[src/rtl/attosoc_timer.sv]
// attosoc_timer: memory-mapped 32-bit down-counting timer with a level IRQ for the PicoRV32 iomem bus.
// Latency: 1 cycle from an accepted request to the iomem_ready pulse; irq_out is registered from EXP & IE.
// Backpressure: none; the cycle after an ack, ready is forced low, so a held iomem_valid re-accepts only every other cycle.
// Optional feature: define ATTOSOC_TIMER_PRESCALER_EN to add a 16-bit PRESCALE register at offset 0x10.
module attosoc_timer #(
  parameter logic [31:0] BASE_ADDR = 32'h0300_0000
) (
  input  logic        clk,
  input  logic        resetn,
  input  logic        iomem_valid,
  output logic        iomem_ready,
  input  logic [31:0] iomem_addr,
  input  logic [3:0]  iomem_wstrb,
  input  logic [31:0] iomem_wdata,
  output logic [31:0] iomem_rdata,
  output logic        irq_out
);

  // Register state
  logic        en;
  logic        auto_rl;
  logic        ie;
  logic        exp_flag;
  logic [31:0] load_val;
  logic [31:0] count;

  // Bus decode
  logic       sel;
  logic       acc;
  logic       wr;
  logic [5:0] reg_idx;
  logic       wr_ctrl;
  logic       wr_load;
  logic       wr_count;
  logic       wr_status;
  logic       tick;
  logic       expire;
  logic [31:0] rd_val;

  // Address bits [1:0] are don't-care: registers are word-aligned.
  logic unused_addr;
  assign unused_addr = ^iomem_addr[1:0];

  assign sel       = (iomem_addr[31:8] == BASE_ADDR[31:8]);
  // Ready doubles as a guard: never accept in the cycle an ack is already out.
  assign acc       = iomem_valid && sel && !iomem_ready;
  assign wr        = acc && (iomem_wstrb != 4'b0000);
  assign reg_idx   = iomem_addr[7:2];
  assign wr_ctrl   = wr && (reg_idx == 6'd0) && iomem_wstrb[0];
  assign wr_load   = wr && (reg_idx == 6'd1);
  assign wr_count  = wr && (reg_idx == 6'd2);
  assign wr_status = wr && (reg_idx == 6'd3) && iomem_wstrb[0] && iomem_wdata[0];

  // Byte-lane merge of a write into a 32-bit register.
  function automatic logic [31:0] merge32(input logic [31:0] old_v,
                                          input logic [31:0] new_v,
                                          input logic [3:0]  strb);
    logic [31:0] r;
    r = old_v;
    for (int b = 0; b < 4; b++) begin
      if (strb[b]) r[8*b +: 8] = new_v[8*b +: 8];
    end
    return r;
  endfunction

`ifdef ATTOSOC_TIMER_PRESCALER_EN
  logic [15:0] prescale;
  logic [15:0] presc_cnt;
  logic        wr_presc;

  assign wr_presc = wr && (reg_idx == 6'd4);
  // ">=" rather than "==" so lowering PRESCALE below the running count
  // produces a tick right away instead of a 64k-clock wrap.
  assign tick     = en && (presc_cnt >= prescale);

  // PRESCALE register, byte-writable on its two low lanes
  always_ff @(posedge clk or negedge resetn) begin
    if (!resetn) begin
      prescale <= 16'h0000;
    end else if (wr_presc) begin
      if (iomem_wstrb[0]) prescale[7:0]  <= iomem_wdata[7:0];
      if (iomem_wstrb[1]) prescale[15:8] <= iomem_wdata[15:8];
    end
  end

  // Prescaler counter: restarts on an EN rising write, wraps to 0 on each tick
  always_ff @(posedge clk or negedge resetn) begin
    if (!resetn) begin
      presc_cnt <= 16'h0000;
    end else if (wr_ctrl && iomem_wdata[0] && !en) begin
      presc_cnt <= 16'h0000;
    end else if (en) begin
      if (tick) presc_cnt <= 16'h0000;
      else      presc_cnt <= presc_cnt + 16'd1;
    end
  end
`else
  assign tick = en;
`endif

  assign expire = tick && (count == 32'h0000_0000);

  // Read mux; unmapped offsets read as zero
  always_comb begin
    rd_val = 32'h0000_0000;
    case (reg_idx)
      6'd0: rd_val = {29'h0, ie, auto_rl, en};
      6'd1: rd_val = load_val;
      6'd2: rd_val = count;
      6'd3: rd_val = {31'h0, exp_flag};
`ifdef ATTOSOC_TIMER_PRESCALER_EN
      6'd4: rd_val = {16'h0, prescale};
`endif
      default: rd_val = 32'h0000_0000;
    endcase
  end

  // Bus response: one-cycle ack with the pre-update register value
  always_ff @(posedge clk or negedge resetn) begin
    if (!resetn) begin
      iomem_ready <= 1'b0;
      iomem_rdata <= 32'h0000_0000;
    end else begin
      iomem_ready <= acc;
      iomem_rdata <= acc ? rd_val : 32'h0000_0000;
    end
  end

  // CTRL: a software write wins over the one-shot hardware clear of EN
  always_ff @(posedge clk or negedge resetn) begin
    if (!resetn) begin
      en      <= 1'b0;
      auto_rl <= 1'b0;
      ie      <= 1'b0;
    end else if (wr_ctrl) begin
      en      <= iomem_wdata[0];
      auto_rl <= iomem_wdata[1];
      ie      <= iomem_wdata[2];
    end else if (expire && !auto_rl) begin
      en <= 1'b0;
    end
  end

  // LOAD register
  always_ff @(posedge clk or negedge resetn) begin
    if (!resetn) begin
      load_val <= 32'h0000_0000;
    end else if (wr_load) begin
      load_val <= merge32(load_val, iomem_wdata, iomem_wstrb);
    end
  end

  // COUNT: bus write beats decrement/reload; a one-shot parks at zero
  always_ff @(posedge clk or negedge resetn) begin
    if (!resetn) begin
      count <= 32'h0000_0000;
    end else if (wr_count) begin
      count <= merge32(count, iomem_wdata, iomem_wstrb);
    end else if (tick) begin
      if (count != 32'h0000_0000) count <= count - 32'd1;
      else if (auto_rl)           count <= load_val;
    end
  end

  // EXP: sticky; a hardware set beats a same-cycle W1C
  always_ff @(posedge clk or negedge resetn) begin
    if (!resetn) begin
      exp_flag <= 1'b0;
    end else if (expire) begin
      exp_flag <= 1'b1;
    end else if (wr_status) begin
      exp_flag <= 1'b0;
    end
  end

  // Interrupt line, registered so it lands one cycle after EXP
  always_ff @(posedge clk or negedge resetn) begin
    if (!resetn) irq_out <= 1'b0;
    else         irq_out <= exp_flag & ie;
  end

endmodule

[config.mk]
export PLATFORM = sky130hd
export DESIGN_NAME = attosoc_timer
export DESIGN_NICKNAME = d
export VERILOG_FILES = /design/src/rtl/attosoc_timer.sv
export SDC_FILE = /design/constraint.sdc
export NUM_CORES = 1
export LEC_CHECK = 0
export CORE_MARGIN = 8
export CORE_UTILIZATION = 31
export CTS_BUF_LIST = sky130_fd_sc_hd__clkbuf_4
export DETAILED_ROUTE_END_ITERATION = 7
export PLACE_DENSITY = 0.5
export SLEW_MARGIN = 20
export SYNTH_ARGS = -nofsm -noshare
export SYNTH_HDL_FRONTEND = slang
export SYNTH_SLANG_ARGS = --single-unit
[constraint.sdc]
create_clock -name clk -period 2.9 [get_ports clk]
set_clock_uncertainty 0.05 [all_clocks]
set_input_delay 0.58 -clock clk [delete_from_list [all_inputs] [get_ports clk]]
set_output_delay 0.58 -clock clk [all_outputs]
set_load 0.02 [all_outputs]
Word-level counts from Yosys, hierarchy flattened
Index checks and enable logic that the tools add are counted.
W data, S select, Z words.

operators by class
  $add $sub $neg = 1
  multiply operators = 0
  div/mod/pow operators = 0
  order comparisons = 0
  eq/ne operators = 8
  shift-type cells = 0
  mux-type cells = 14
  bitwise operators = 1
  reductions and logical operators = 30

operators with widths
  kind                     number
  $mux W32                 5
  $pmux W32 S4             1
  $logic_not A32 Y1        1
  $mux W8                  4
  $reduce_bool A32 Y1      1
  $sub A32 B1 Y32 const B  1
  $eq A24 B18 Y1 const B   1
  $eq A6 B2 Y1 const B     2
  $logic_and A1 B1 Y1      12
  $reduce_and A3 Y1        4
  $ne A2 B2 Y1 const B     4
  $reduce_and A2 Y1        4
  $eq A6 B1 Y1 const B     1
  $logic_not A6 Y1         1
  $reduce_bool A2 Y1       3
  $mux W1                  4
  $reduce_bool A4 Y1       1
  $reduce_bool A3 Y1       1
  $logic_not A1 Y1         2
  $and A1 B1 Y1            1

word-level totals
  flip-flop bits (word level) = 102
  latch bits = 0
  RAM bits = 0
  ROM bits = 0
  bits of input ports = 71
  output and inout bits = 34
  logic and storage cells = 69
  memories kept = 0

Longest topological paths before layout
Gate-level depths: netlist of run 1.

  depth in word-level cells = 9
  gate-level depth with buffers = 10
  depth with buffers taken out = 8

Least setup slack after synthesis of run 1
Ideal clock, no wire load.

  path kind = input-to-reg
  start point = input port iomem_addr[5]
  end point = register count[10]
  library setup time = 0.123 ns
  arrival = 2.298 ns
  required time = 2.727 ns
  slack = 0.430 ns
  cell stages on the path = 7
  cells stage by stage = or4_1 nor4b_1 and3_1 buf_2 buf_4 o21ai_1 o221a_2

on the way
  word-level cells in the longest chain between the ends = 4
  elaborated cells on any way between the ends = 7
  classes of those cells = eq/ne: 2; mux: 1; reduce/logical: 4

ends and longest elaborated chain
  element                                                RTL line  text
  from (decl)                                            12        input logic [31:0] iomem_addr,
  $eq A6 B2 Y1 *                                         51        assign wr_count = wr && (reg_idx == 6'd2);
  $logic_and A1 B1 Y1 *                                  51
  $ne A2 B2 Y1 (no source line) (tied with other cells)  n/a
  $reduce_and A3 Y1 (no source line)                     n/a
  to (signal assigned)                                   158       count <= merge32(count, iomem_wdata, iomem_wstrb);
  to (signal assigned)                                   160       if (count != 32'h0000_0000) count <= count - 32'd1;
  to (signal assigned)                                   161       else if (auto_rl) count <= load_val;
  to (decl)                                              25        logic [31:0] count;

Every way passes the cells marked *; elsewhere a longest branch is shown, timed or not.
A chain may end at the register's enable or synchronous reset.

Final worst setup path of run 1
  start point = input port iomem_addr[5]
  end point = register count[17]

The elaborated chain is that of the path after synthesis.

==> results of run 1 <==
cell usage after synthesis, types with 5 or more instances:
library cell / number / share of area
o21ai_0: 19 / 0.018
nand4_1: 6 / 0.0070
a22oi_1: 29 / 0.041
nor2_1: 75 / 0.052
inv_1: 7 / 0.0049
nor3_1: 10 / 0.0093
o22ai_1: 6 / 0.0070
and3_1: 12 / 0.014
dfrtp_1: 102 / 0.48
o221a_2: 16 / 0.034
o221ai_1: 5 / 0.0082
clkbuf_1: 27 / 0.019
nand3_1: 15 / 0.014
mux2i_1: 6 / 0.011
mux2_2: 37 / 0.078
or3_1: 8 / 0.0093
nand2_1: 22 / 0.015
a21oi_1: 19 / 0.018
xnor2_1: 11 / 0.018
o21ai_1: 5 / 0.0047
nor4_1: 13 / 0.015
worst reg2reg max path, delay by kind of cell (launching register included):
kind / cells / cell delay (ns)
compound gates: 3 / 1.09
fa+ha+maj: 1 / 0.20
buf+inv: 1 / 0.18
flops: 1 / 0.49
simple gates: 2 / 0.48
final timing paths:
path                               start        endpoint  slack [ns]  cells past startpoint
setup / recovery           iomem_addr[5]       count[17]        0.27                      8
hold reg to reg                       ie         irq_out        0.47                      1
max in group asynchronous         resetn    load_val[14]        1.59                      3
min in group asynchronous         resetn  iomem_rdata[0]        0.50                      2
hold / removal                        ie         irq_out        0.47                      1
setup reg to reg                count[0]        count[5]        0.34                      7
through the flow:
| step | hold WS [ns] | TNS, ns | util | power [W] | cell area [µm²] |
|---|---|---|---|---|---|
| after detailed placement | 0.446 | -3.59 | 0.408 | 0.00162 | 6990 |
| after floorplan | 0.234 | 0 | - | 0.00147 | 5360 |
| final | 0.469 | 0 | 0.416 | 0.00234 | 7130 |
| after global routing | 0.476 | 0 | 0.416 | 0.00244 | 7130 |
| after CTS | 0.477 | 0 | 0.416 | 0.00238 | 7130 |
| after global placement | 0.460 | -2.79 | 0.408 | 0.00162 | 6990 |
repair_timing:
action,in CTS,in global routing
endpoints found under the hold margin,23,0
hold buffers,1,0
buffers inserted,0,0
final cells by class:
class                   count  share of cell area
multi-input cells         381               0.371
repair buffers            155               0.210
flip-flops and latches    102               0.358
clock buffers              11              0.0116
clock inverters             4             0.00685
well taps                 225              0.0395
inverters                   7             0.00369
registers in the layout, indices dropped and copies added, names as in the netlist:
name         cells
auto_rl          1
iomem_rdata     32
ie               1
count           32
exp_flag         1
irq_out          1
iomem_ready      1
en               1
load_val        32
cell families after synthesis:
group / synth area share
AO/OA/AOI/OAI: 0.167
XOR/XNOR: 0.0245
adder cells (fa/ha/maj): 0.00467
buffers and inverters: 0.0336
flip-flops: 0.476
multiplexers: 0.0931
AND/OR/NAND/NOR: 0.201
routing by layer:
layer  track usage  wire length, µm  up-vias
met5             0                0        -
met4        0.0408              167        0
met3        0.0364              757       11
met2         0.242             7730      125
met1         0.203             7860     2350
li1              -                -     2215
power by group through the flow:
stage               Clock [W]  Combinational [W]  Sequential [W]
global placement            0           0.000169         0.00145
detailed placement          0           0.000171         0.00145
global route         0.000837           0.000184         0.00142
CTS                  0.000783           0.000173         0.00142
floorplan                   0          0.0000166         0.00145
finish               0.000750           0.000169         0.00142
==> metrics, run 1 <==
status completed; FF/Latch Area 2550 µm²; Worst VDD drop 0.249 mV; Crit path required time 3.26 ns; Synth Cell Area 5360 µm²; maximum fanout along the worst path 10; DRC errors left 0; GRT Util Overall 0.152; H-Tree Depth 3; WP buf/inv 2; Tightest Pin Transition 0.587 ns; critical path's top delay family simple AND/OR/NAND/NOR gates; Max Cap Violations 0; max-slew violations 0; Reg power frac 0.607; Yosys reg bits 102; CP endpoint kind flop; number of I/O pins 105; antenna cells 0; net count after synthesis 599; Die X 148 µm; Non-Filler Instances 885; top_reg_cell synth dfrtp_1; crit start category primary input; post-synthesis async set-or-reset flop share 1.00; Avg Cell Area, Syn 10.2 µm²; Final Setup Violations 0; P_leak 3.08 nW; Seq/Total Area, Yosys 0.476; RSZ-0062 raised after global routing false; number of flops mapped to enable cells by yosys 0; commonest non-fill, non-tap cells in the layout dfrtp_1 (102), clkdlybuf4s50_1 (101), nor2_1 (75); initial antenna violation count 0; largest net degree at the start of global routing 51; sw power 0.000542 W; # clock sinks 102; CTS tree yes; GPL Wtd Cong 0.869; minimum clock period after layout 2.63 ns; total routed wirelength 16,500 µm; via count 4,701; Max-Slew Margin vs Limit 0.606; CP Class primary input to flop; post-place setup slack -0.182 ns; area of the multi-input gates 2640 µm²; Post-Syn Instances 526; switching portion of total power 0.231; DPL Wire Length 12,300 µm; Placeable Area 17,100 µm²; Comb power frac 0.072; vias per cell 5.31; CP arrival 2.99 ns; crit path cell chain clkdlybuf4s50_1 -> or4_1 -> nor4b_1 -> nand3_1 -> buf_4 -> nand2_1 -> o221ai_1 -> a21oi_1; WL per Instance 18.7 µm; synth unique cells 62; CTS resizes 0; Clock power frac 0.320; Clock transition at path regs 0.15 ns; CP peak stage delay 0.56 ns; DRT iter0 DRCs 246; worst skew pair latency 0.46 ns; Overflow after GRT 0; CTS Buf Count 9; post-route ant nets 0; DR pass1 iterations 5; starting density of the core 0.313; global-route wire length before repair 26,500 µm; Die Area 21,800 µm²; Die Height 148 µm; crit share post-route 0.907; clk buf depth 2; Slowest-stage cell, CP or4_1; share of cells above drive strength 1 0.208; fillers 1,698; Int Pwr 0.00180 W; Syn. warnings 0; Layout area overhead 32.9%; CTS root buf clkbuf_4; worst min path class flop to flop; vias in the first global route 4,919; slack of the critical path 0.269 ns; Fin. Hold Viols 0; dpl cells 869; Post-layout nets 729; Max Freq 380 MHz; PortBufs 102; pwr dens 329 nW/µm²; row count 48; commonest non-fill, non-tap cell in the layout dfrtp_1
No activity file was read; power rests on OpenSTA's default activity.
==> inputs of run 2 (changes only) <==
--- a/constraint.sdc
+++ b/constraint.sdc
@@ -4,2 +4,2 @@
 set_output_delay 0.58 -clock clk [all_outputs]
-set_load 0.02 [all_outputs]
+set_load 0.005 [all_outputs]
==> results of run 2 <==
Final layout, timing and power as in run 1 (identical DEF).
==> inputs of run 3 (changes only) <==
--- a/constraint.sdc
+++ b/constraint.sdc
@@ -4,2 +4,2 @@
 set_output_delay 0.58 -clock clk [all_outputs]
-set_load 0.005 [all_outputs]
+set_load 0.02 [all_outputs]
==> results of run 3 <==
Final layout, timing and power as in run 1 (identical DEF).
